$ cat config.mk
export PLATFORM = sky130hd
export DESIGN_NAME = fwd_hazard_unit_flat
export DESIGN_NICKNAME = d
export VERILOG_FILES = /design/src/rtl/fwd_hazard_if.sv /design/src/rtl/fwd_hazard_unit.sv /design/src/flat_wrapper.sv
export SDC_FILE = /design/constraint.sdc
export NUM_CORES = 1
export LEC_CHECK = 0
export CORE_MARGIN = 2
export CORE_UTILIZATION = 30
export DETAILED_ROUTE_END_ITERATION = 12
export SYNTH_ARGS = -nofsm -noshare
export SYNTH_HDL_FRONTEND = slang
export SYNTH_SLANG_ARGS = --single-unit
$ cat constraint.sdc
create_clock -name clk -period 3.8 [get_ports clk]
set_clock_uncertainty 0.05 [all_clocks]
set_input_delay 0.57 -clock clk [delete_from_list [all_inputs] [get_ports clk]]
set_output_delay 0.57 -clock clk [all_outputs]
set_load 0.02 [all_outputs]
$ cat src/rtl/fwd_hazard_if.sv
// Operand-forwarding / hazard bus between the ID stage and fwd_hazard_unit.
// The unit sits on the slave side; the ID stage (or a testbench) sits on the master side.
interface fwd_hazard_if #(
  parameter int unsigned NRD   = 2,
  parameter int unsigned AW    = 5,
  parameter int unsigned DEPTH = 3,
  parameter int unsigned LATW  = 2
);
  localparam int unsigned SELW = $clog2(DEPTH + 1);

  logic                  id_valid;
  logic [AW-1:0]         id_rd;
  logic                  id_regwrite;
  logic [LATW-1:0]       id_lat;
  logic [NRD*AW-1:0]     id_rs;
  logic [NRD-1:0]        id_rren;
  logic                  flush;
  logic                  stall;
  logic [NRD*SELW-1:0]   fwd_sel;

  modport master (
    output id_valid, id_rd, id_regwrite, id_lat, id_rs, id_rren, flush,
    input  stall, fwd_sel
  );

  modport slave (
    input  id_valid, id_rd, id_regwrite, id_lat, id_rs, id_rren, flush,
    output stall, fwd_sel
  );
endinterface

$ cat src/rtl/fwd_hazard_unit.sv
// Forwarding-select and load-use stall generator for an in-order pipeline.
// Tracks DEPTH producer records (stage 0 = EX) and resolves, per read port,
// the youngest producer of each source register.
// Optional feature macro: FWD_WB_BYPASS_EN -- when defined the oldest tracked
// stage (WB) is also a forwarding source; otherwise the register file's
// write-first behaviour covers it and that stage is never matched.
module fwd_hazard_unit #(
  parameter int unsigned NRD   = 2,
  parameter int unsigned AW    = 5,
  parameter int unsigned DEPTH = 3,
  parameter int unsigned LATW  = 2
) (
  input  logic         clk,
  input  logic         reset,
  fwd_hazard_if.slave  bus
);
  localparam int unsigned SELW = $clog2(DEPTH + 1);
`ifdef FWD_WB_BYPASS_EN
  localparam int unsigned NELIG = DEPTH;
`else
  localparam int unsigned NELIG = DEPTH - 1;
`endif

  logic [DEPTH-1:0]    stg_vld;
  logic [DEPTH-1:0]    stg_wr;
  logic [AW-1:0]       stg_rd  [DEPTH];
  logic [LATW-1:0]     stg_cnt [DEPTH];

  logic                hazard;
  logic                stall_int;
  logic                issue;
  logic [SELW-1:0]     sel;
  logic [LATW-1:0]     win_cnt;
  logic [NRD*SELW-1:0] sel_flat;

`ifndef FWD_WB_BYPASS_EN
  // The WB record only retires; fold it so its bits are visibly intentional.
  logic unused_tail;
  assign unused_tail = ^{stg_vld[DEPTH-1], stg_wr[DEPTH-1], stg_rd[DEPTH-1], stg_cnt[DEPTH-1]};
`endif

  // A new record enters EX only for a live, unstalled, unflushed ID instruction.
  assign issue = bus.id_valid & ~stall_int & ~bus.flush;

  // Producer shift register: bubble or new record into EX, older records age with latency countdown.
  always_ff @(posedge clk or posedge reset) begin
    if (reset) begin
      stg_vld <= '0;
      stg_wr  <= '0;
      for (int k = 0; k < int'(DEPTH); k++) begin
        stg_rd[k]  <= '0;
        stg_cnt[k] <= '0;
      end
    end else begin
      stg_vld[0] <= issue;
      stg_wr[0]  <= bus.id_regwrite;
      stg_rd[0]  <= bus.id_rd;
      stg_cnt[0] <= bus.id_lat;
      for (int k = 1; k < int'(DEPTH); k++) begin
        stg_vld[k] <= stg_vld[k-1];
        stg_wr[k]  <= stg_wr[k-1];
        stg_rd[k]  <= stg_rd[k-1];
        stg_cnt[k] <= (stg_cnt[k-1] == '0) ? '0 : stg_cnt[k-1] - LATW'(1);
      end
    end
  end

  // Per-port match against eligible stages; scanning oldest-first lets the youngest match win.
  always_comb begin
    hazard   = 1'b0;
    sel_flat = '0;
    sel      = '0;
    win_cnt  = '0;
    for (int p = 0; p < int'(NRD); p++) begin
      sel     = '0;
      win_cnt = '0;
      for (int k = int'(NELIG) - 1; k >= 0; k--) begin
        if (bus.id_rren[p] && stg_vld[k] && stg_wr[k] && (stg_rd[k] != '0) &&
            (stg_rd[k] == bus.id_rs[p*AW +: AW])) begin
          sel     = SELW'(k + 1);
          win_cnt = stg_cnt[k];
        end
      end
      sel_flat[p*SELW +: SELW] = sel;
      if ((sel != '0) && (win_cnt != '0)) begin
        hazard = 1'b1;
      end
    end
  end

  assign stall_int   = bus.id_valid & ~bus.flush & hazard;
  assign bus.stall   = stall_int;
  assign bus.fwd_sel = sel_flat;

endmodule

$ cat src/flat_wrapper.sv
// flat-port wrapper written by rule: the top's interface ports become plain ports
module fwd_hazard_unit_flat 
#(
  parameter int unsigned NRD   = 2,
  parameter int unsigned AW    = 5,
  parameter int unsigned DEPTH = 3,
  parameter int unsigned LATW  = 2
)
  (clk, reset, bus_id_valid, bus_id_rd, bus_id_regwrite, bus_id_lat, bus_id_rs, bus_id_rren, bus_flush, bus_stall, bus_fwd_sel);
  fwd_hazard_if #(.NRD(NRD), .AW(AW), .DEPTH(DEPTH), .LATW(LATW)) bus_i ();
  input  logic clk;
  input  logic reset;
  input wire logic [$bits(bus_i.id_valid)-1:0] bus_id_valid;
  input wire logic [$bits(bus_i.id_rd)-1:0] bus_id_rd;
  input wire logic [$bits(bus_i.id_regwrite)-1:0] bus_id_regwrite;
  input wire logic [$bits(bus_i.id_lat)-1:0] bus_id_lat;
  input wire logic [$bits(bus_i.id_rs)-1:0] bus_id_rs;
  input wire logic [$bits(bus_i.id_rren)-1:0] bus_id_rren;
  input wire logic [$bits(bus_i.flush)-1:0] bus_flush;
  output wire logic [$bits(bus_i.stall)-1:0] bus_stall;
  output wire logic [$bits(bus_i.fwd_sel)-1:0] bus_fwd_sel;
  assign bus_i.id_valid = bus_id_valid;
  assign bus_i.id_rd = bus_id_rd;
  assign bus_i.id_regwrite = bus_id_regwrite;
  assign bus_i.id_lat = bus_id_lat;
  assign bus_i.id_rs = bus_id_rs;
  assign bus_i.id_rren = bus_id_rren;
  assign bus_i.flush = bus_flush;
  assign bus_stall = bus_i.stall;
  assign bus_fwd_sel = bus_i.fwd_sel;
  fwd_hazard_unit #(.NRD(NRD), .AW(AW), .DEPTH(DEPTH), .LATW(LATW)) u_core (.clk(clk), .reset(reset), .bus(bus_i));
endmodule
### Word level (Yosys, flattened, before mapping)

Index checks and enable logic that the tools add are counted.

* register bits: 18

* eq/ne operators: 4
* add/sub/neg operators: 1
* bitwise operators: 6
* muxes and demuxes: 11
* reductions and logical operators: 25

Operators by type and width (number)
* == test 5 bit: 4
* logical AND 1 bit: 18
* 2-to-1 mux 2 bit: 9
* nonzero test 5 bit: 2
* nonzero test 2 bit: 4
* AND 1 bit: 4
* zero test 2 bit: 1
* 2-to-1 mux 1 bit: 2
* NOT 1 bit: 2
* subtractor 2 x 1 -> 2 bit (second input constant): 1

### Depth between registers and ports, before layout

Gate-level depths: netlist of the first run.

* word-level depth: 14
* mapped depth: 5
* gate-level depth less buffers: 5

### Least setup slack after synthesis of the first run

OpenSTA, ideal clock, no wires.

* kind: input port to output port
* start: in bus_id_rs[5]
* end: out bus_stall
* path buffers: 0
* data arrival time: 2270 ps
* setup slack: 910 ps
* stages: 5
* path through: xnor2_1 nand4_1 nor3_1 o22ai_1 o32ai_1

* elaborated cells between the ends (all ways): 13
* those cells by class: eq/ne: 2; mux: 5; bitwise: 1; reduce/logical: 5

RTL lines
* start: declaration: line flat_wrapper.sv:17 `input wire logic [$bits(bus_i.id_rs)-1:0] bus_id_rs;`
* == test 5 bit: line fwd_hazard_unit.sv:79 `(stg_rd[k] == bus.id_rs[p*AW +: AW])) begin`
* logical AND 1 bit: line fwd_hazard_unit.sv:78 `if (bus.id_rren[p] && stg_vld[k] && stg_wr[k] && (stg_rd[k] != '0) &&`
* 2-to-1 mux 2 bit: line fwd_hazard_unit.sv:78
* via bus_fwd_sel[2]: line flat_wrapper.sv:21 `output wire logic [$bits(bus_i.fwd_sel)-1:0] bus_fwd_sel;`
* nonzero test 2 bit: line fwd_hazard_unit.sv:85 `if ((sel != '0) && (win_cnt != '0)) begin`
* logical AND 1 bit: line fwd_hazard_unit.sv:85
* 2-to-1 mux 1 bit: line fwd_hazard_unit.sv:85
* AND 1 bit: line fwd_hazard_unit.sv:91 `assign stall_int = bus.id_valid & ~bus.flush & hazard;`
* end: declaration: line flat_wrapper.sv:20 `output wire logic [$bits(bus_i.stall)-1:0] bus_stall;`

The timed path passes the listed nets, and every way through them passes these cells.

### Worst setup path in the final report of the first run

* start: in bus_id_rs[0]
* end: out bus_stall

* longest elaborated chain between the ends: 9
* elaborated cells between the ends (all ways): 14
* those cells by class: eq/ne: 2; mux: 6; bitwise: 1; reduce/logical: 5

Ends and longest elaborated chain (line)
* == test 5 bit: fwd_hazard_unit.sv:79
* logical AND 1 bit: fwd_hazard_unit.sv:78
* 2-to-1 mux 2 bit (2 in a row): fwd_hazard_unit.sv:78
* nonzero test 2 bit: fwd_hazard_unit.sv:85
* logical AND 1 bit *: fwd_hazard_unit.sv:85
* 2-to-1 mux 1 bit * (2 in a row): fwd_hazard_unit.sv:85
* AND 1 bit *: fwd_hazard_unit.sv:91

Every way passes the cells marked *; elsewhere a longest branch is shown, timed or not.

==> summary.txt, run 1 <==
number of global-route vias before repair: 628
cell area after technology mapping: 804.5 sq um
number of synthesized register bits: 18
post-detailed-route DRC marker count: 0
FF-to-FF path depth: 6
endpoint type of the worst setup path: output pin
slack of the worst reg-to-reg path: 1820 ps
sequential element share of the synthesized area: 55.99%
Tcrit/Tclk final: 87.40%
min Tclk post-route: 3321 ps
# port buffers: 28
Mapped Cells: 66
clock root buffer: sky130_fd_sc_hd__clkbuf_4
Post-CTS Repair Setup Buffers: 0
Ports: 29
Vias/cell: 4.695
clock tree sinks: 18
count of pins over their slew limit: 0
H-tree level count: 1
final hold violation count: 0
clock buffers created by TritonCTS: 3
Core Region: 0.002500 sq mm
required time worst endpoint: 3180 ps
start point of the worst hold path: u_core.stg_vld[0]
post-DR wirelength/cell: 12.05 um
Total GRT Usage: 10.39%
Max Cap Violations: 0
commonest cells after routing, fill and taps aside: sky130_fd_sc_hd__clkdlybuf4s50_1 (28), sky130_fd_sc_hd__dfrtp_1 (18), sky130_fd_sc_hd__xnor2_1 (12)
vertical die dimension: 55.79 um
Pwr per Cell Area: 302.3 mW/mm^2
list of cells traversed by the critical path: clkdlybuf4s50_1 > xor2_1 > nor4_1 > nand3_1 > o22a_1 > o32ai_1 > clkdlybuf4s50_1
fmax: 301.1 MHz
RSZ-0062 raised after global routing: false
overall overflow remaining after global route: 0
Distinct cells, synth: 21
global-route wire length before repair: 2580 um
commonest non-fill, non-tap cell in the layout: sky130_fd_sc_hd__clkdlybuf4s50_1
post-CTS sizing: 0
initial core utilization: 32.18%
insertion delay of the later-clocked pin in the worst-skew pair: 270 ps
RD Place Congestion: 0.8579
NumNets Final: 124
worst hold-check path type: reg2reg
run status: finished clean
Sum Neg Setup Slack: 0 ps
headroom to the max-slew limit: 58.26%
area growth from synthesis to final layout: 43.24%
Critical Setup Path Class: in2out
number of DRC markers after the initial detailed-route iteration: 8
worst setup slack after layout: 479.0 ps
type of origin of the critical path: input port
Routed WL: 1543 um
r2r endpoint: u_core.stg_vld[0]
number of vias after detailed routing: 601
number of buffers on the longest clock path: 2
mean area per synthesized cell: 12.19 sq um
Cell Rows: 18
hold-fix buffers at CTS: 0
TritonCTS clock tree: done
number of endpoints failing setup at the final stage: 0
Critical-path top delay cell: sky130_fd_sc_hd__clkdlybuf4s50_1
antenna violations before repair: 0
Worst Setup Slack post-DPL: 450.1 ps
Ys Warns: 0
dominant cell type by count on the critical path: sky130_fd_sc_hd__clkdlybuf4s50_1
Die ar.: 0.003112 sq mm
standby leakage power: 0.4372 nW
net count after synthesis: 90
beginning of the worst register-to-register path: u_core.stg_rd[10]
largest fanout on the critical path: 2
instance count along the most critical hold path: 0
VDD IR-drop max: 0.1974 mV
pin count of the biggest net entering global routing: 19
worst hold slack across all endpoints: 380.2 ps
clock transition time at the flip-flop clock pins of the worst setup and hold paths: 80 ps
slew at the pin closest to its max-slew limit: 625.4 ps
HPWL after DPL: 1340 um
die span in x: 55.79 um
start point of the critical path: bus_id_rs[0]
worst hold path endpoint: u_core.stg_vld[1]
Worst EP arrival: 2700 ps
delay of the slowest cell on the worst path: 650 ps
remaining antenna violation count after routing: 0
number of search-and-repair iterations in the first detailed-routing pass: 4
diodes inserted: 0
fraction of layout cells with a size suffix above 1: 7.143%
[logic make-up after synthesis]
group / count (synthesis) / share of synthesized area, %
AND/OR/NAND/NOR: 21 / 16.17
flip-flops: 18 / 55.99
XOR/XNOR: 20 / 21.77
buffers and inverters: 2 / 0.9335
AO/OA/AOI/OAI: 5 / 5.133
[final cells by class]
class,count,area [sq um]
clock buffers,3,22.52
multi-input cells,46,346.6
flip-flops and latches,18,450.4
inverters,2,7.507
fillers,229,1348
well taps,30,37.54
repair buffers,29,287.8
[registers in the layout (all words and copies together), names as in the netlist]
name,flops
u_core.stg_cnt,4
u_core.stg_rd,10
u_core.stg_wr,2
u_core.stg_vld,2
[Yosys cell counts]
library cell / instances / area share, %
sky130_fd_sc_hd__dfrtp_1: 18 / 56
sky130_fd_sc_hd__xnor2_1: 12 / 13
sky130_fd_sc_hd__xor2_1: 8 / 8.7
sky130_fd_sc_hd__nand4_1: 4 / 3.1
sky130_fd_sc_hd__nor2_1: 3 / 1.4
sky130_fd_sc_hd__nor3_1: 3 / 1.9
sky130_fd_sc_hd__inv_1: 2 / 0.93
sky130_fd_sc_hd__nand3_1: 2 / 1.2
sky130_fd_sc_hd__nor4_1: 2 / 1.6
sky130_fd_sc_hd__and2_1: 1 / 0.78
sky130_fd_sc_hd__nand2_1: 1 / 0.47
sky130_fd_sc_hd__nor2_4: 1 / 1.4
sky130_fd_sc_hd__nor2b_1: 1 / 0.78
sky130_fd_sc_hd__nor3_2: 1 / 1.2
sky130_fd_sc_hd__o211ai_1: 1 / 0.93
sky130_fd_sc_hd__o22a_1: 1 / 1.1
sky130_fd_sc_hd__o22ai_1: 1 / 0.78
sky130_fd_sc_hd__o311a_1: 1 / 1.2
sky130_fd_sc_hd__o32ai_1: 1 / 1.1
sky130_fd_sc_hd__or4_1: 1 / 0.93
sky130_fd_sc_hd__or4_4: 1 / 1.4
[through the flow]
step / instance area (sq um) / utilization (%) / power [mW] / cells
6_report: 1152 / 46.10 / 0.3484 / 128
5_1_grt: 1152 / 46.10 / 0.3697 / 128
4_1_cts: 1152 / 46.10 / 0.3537 / 128
3_5_place_dp: 1130 / 45.20 / 0.2721 / 125
3_3_place_gp: 1130 / 45.20 / 0.2705 / 125
2_1_floorplan: 804.5 / - / 0.2378 / 66
[power breakdown]
| part | leakage (nW) | switching (mW) | internal (mW) |
|---|---|---|---|
| clock | 0.0138 | 0.0447 | 0.0366 |
| combinational | 0.209 | 0.0200 | 0.0361 |
| sequential | 0.215 | 0.00995 | 0.201 |
| total | 0.437 | 0.0746 | 0.274 |
[worst max-delay path by stage]
stage	to	slack, ps	cells past startpoint
2_1_floorplan	bus_stall	910	5
3_3_place_gp	bus_stall	480	7
3_5_place_dp	bus_stall	450	7
4_1_cts	bus_stall	450	7
5_1_grt	bus_stall	330	7
6_report	bus_stall	480	7
[metal layers]
| metal | part of all wire, % | GRT usage [%] | routed length, um | up-vias |
|---|---|---|---|---|
| met2 | 54 | 18.37 | 827 | 12 |
| met5 | 0 | 0 | 0 | - |
| met1 | 42 | 12.37 | 644 | 286 |
| met3 | 3.7 | 2.093 | 57 | 2 |
| met4 | 0.84 | 3.833 | 13 | 0 |
| li1 | - | - | - | 301 |
[critical path, delay by kind of cell]
kind / cells / cell delay [ps]
AND/OR/NAND/NOR: 2 / 470
buffers and inverters: 2 / 1110
AO/OA/AOI/OAI: 2 / 360
XOR/XNOR: 1 / 180
(Power assumes the default switching activity.)
==> inputs of run 2 (changes only) <==
==> constraint.sdc (replaced) <==
create_clock -name clk -period 3.9 [get_ports clk]
set_clock_uncertainty 0.05 [all_clocks]
set_input_delay 0.585 -clock clk [delete_from_list [all_inputs] [get_ports clk]]
set_output_delay 0.585 -clock clk [all_outputs]
set_load 0.02 [all_outputs]
==> run 2 against run 1 <==
  * Sequential share of layout area unchanged
  * Die area unchanged
  * Count of clock-buffer cells in the layout unchanged
  * Register-to-register slack better by 110 ps
  * Via count up 0.17%
  * Worst hold slack better by 9.4 ps
  * Cell area unchanged
  * First-iteration DRC count down 25%
==> summary.txt, run 2 (synthesis gave the netlist of run 1 again) <==
Sum Neg Setup Slack: 0 ps
dominant delay contributor by cell family on the critical path: buffers and inverters
VDD IR-drop max: 0.1992 mV
RSZ-0062 raised after global routing: false
diodes inserted: 0
power dissipated by switching net loads: 0.07228 mW
run status: finished clean
Total GRT Usage: 10.43%
Ports: 29
headroom to the max-slew limit: 58.93%
type of origin of the critical path: input port
TritonCTS clock tree: done
number of global-route vias before repair: 592
total power: 0.3390 mW
share of the core filled with cells in the final layout: 46.10%
final hold violation count: 0
worst hold-check path type: reg2reg
vertical die dimension: 55.79 um
Crit path depth: 7
number of DRC markers after the initial detailed-route iteration: 6
number of search-and-repair iterations in the first detailed-routing pass: 3
post-DR wirelength/cell: 12.07 um
clock group share of total power: 23.2%
Worst EP arrival: 2720 ps
hold-fix buffers at CTS: 0
Critical-path top delay cell: sky130_fd_sc_hd__clkdlybuf4s50_1
FF-to-FF path depth: 6
Internal Pwr Total: 0.2667 mW
RD Place Congestion: 0.8362
count of pins over their slew limit: 0
pin count of the biggest net entering global routing: 19
global-route wire length before repair: 2566 um
Core Region: 0.002500 sq mm
dominant cell type by count on the critical path: sky130_fd_sc_hd__clkdlybuf4s50_1
number of vias after detailed routing: 602
required time worst endpoint: 3260 ps
clock transition time at the flip-flop clock pins of the worst setup and hold paths: 80 ps
# port buffers: 28
number of buffer and inverter instances along the worst setup path: 2
Tcrit/Tclk final: 85.93%
H-tree level count: 1
Routed WL: 1545 um
instance count along the most critical hold path: 0
standby leakage power: 0.4372 nW
Die ar.: 0.003112 sq mm
largest fanout on the critical path: 2
area growth from synthesis to final layout: 43.24%
clock tree sinks: 18
registers with the most flip-flops: u_core.stg_rd: 10 flops, u_core.stg_cnt: 4 flops
Pwr per Cell Area: 294.2 mW/mm^2
endpoint type of the worst setup path: output pin
slew at the pin closest to its max-slew limit: 615.4 ps
fmax: 298.4 MHz
fraction of layout cells with a size suffix above 1: 7.143%
number of flip-flops in the largest register: 10
antenna violations before repair: 0
clock root buffer: sky130_fd_sc_hd__clkbuf_4
overall overflow remaining after global route: 0
clock buffers created by TritonCTS: 3
number of filler instances in the final layout: 241
Critical Setup Path Class: in2out
list of cells traversed by the critical path: clkdlybuf4s50_1 > xor2_1 > nor4_1 > nand3_1 > o22a_1 > o32ai_1 > clkdlybuf4s50_1
Cell Rows: 18
post-detailed-route DRC marker count: 0
share of total power in combinational logic: 16.0%
Worst Setup Slack post-DPL: 518.4 ps
initial core utilization: 32.18%
Post-CTS Repair Setup Buffers: 0
insertion delay of the later-clocked pin in the worst-skew pair: 270 ps
switching power share of the total: 21.32%
Max Cap Violations: 0
min Tclk post-route: 3351 ps
number of buffers on the longest clock path: 2
Vias/cell: 4.703
commonest non-fill, non-tap cell in the layout: sky130_fd_sc_hd__clkdlybuf4s50_1
NumNets Final: 124
largest register by flop count: u_core.stg_rd
worst setup slack after layout: 548.8 ps
HPWL after DPL: 1352 um
Seq pwr share: 60.7%
post-CTS sizing: 0
delay of the slowest cell on the worst path: 650 ps
commonest cells after routing, fill and taps aside: sky130_fd_sc_hd__clkdlybuf4s50_1 (28), sky130_fd_sc_hd__dfrtp_1 (18), sky130_fd_sc_hd__xnor2_1 (12)
die span in x: 55.79 um
remaining antenna violation count after routing: 0
area occupied by multi-input gates: 346.6 sq um
area occupied by registers: 450.4 sq um
number of endpoints failing setup at the final stage: 0
[run 2: metrics by stage]
stage | instances | hold slack (ps) | cell area, sq um
2_1_floorplan | 66 | 323.2 | 804.5
3_3_place_gp | 125 | 357.5 | 1130
3_5_place_dp | 125 | 366.0 | 1130
4_1_cts | 128 | 385.2 | 1152
5_1_grt | 128 | 398.0 | 1152
6_report | 128 | 389.6 | 1152
[run 2: power by group through the flow]
stage | Combinational [mW] | Clock (mW) | Sequential, mW
finish | 0.0544 | 0.0788 | 0.206
floorplan | 0.0250 | 0 | 0.207
CTS | 0.0555 | 0.0828 | 0.206
global placement | 0.0542 | 0 | 0.209
global route | 0.0600 | 0.0927 | 0.207
detailed placement | 0.0554 | 0 | 0.210
[run 2: area by class of cell]
cell class | count | area share [%]
well taps | 30 | 3.257
clock buffers | 3 | 1.954
flip-flops and latches | 18 | 39.09
multi-input cells | 46 | 30.08
repair buffers | 29 | 24.97
inverters | 2 | 0.6515
[run 2: path summary, 6_finish.rpt]
kind	from	end	slack, ps
worst max-delay path	bus_id_rs[0]	bus_stall	550
worst min-delay path	u_core.stg_vld[0]	u_core.stg_vld[1]	390
worst max register to register	u_core.stg_rd[10]	u_core.stg_vld[0]	1930
worst min register to register	u_core.stg_vld[0]	u_core.stg_vld[1]	390
max in group asynchronous	reset	u_core.stg_vld[0]	2770
min in group asynchronous	reset	u_core.stg_vld[1]	640
[run 2: per-layer routing]
metal	global-route usage (%)	up-vias	part of all wire, %
met5	0	-	0
met4	3.136	0	0.84
met3	2.093	2	3.4
met2	17.86	8	53
met1	13.22	290	43
li1	-	302	-
[run 2: worst register-to-register path: stages (launching register included)]
cell and delay (ps):
sky130_fd_sc_hd__dfrtp_1 440, sky130_fd_sc_hd__or4_4 560, sky130_fd_sc_hd__nor2_4 110, sky130_fd_sc_hd__nor3_1 60, sky130_fd_sc_hd__buf_4 140, sky130_fd_sc_hd__o22a_1 170, sky130_fd_sc_hd__o311a_1 330
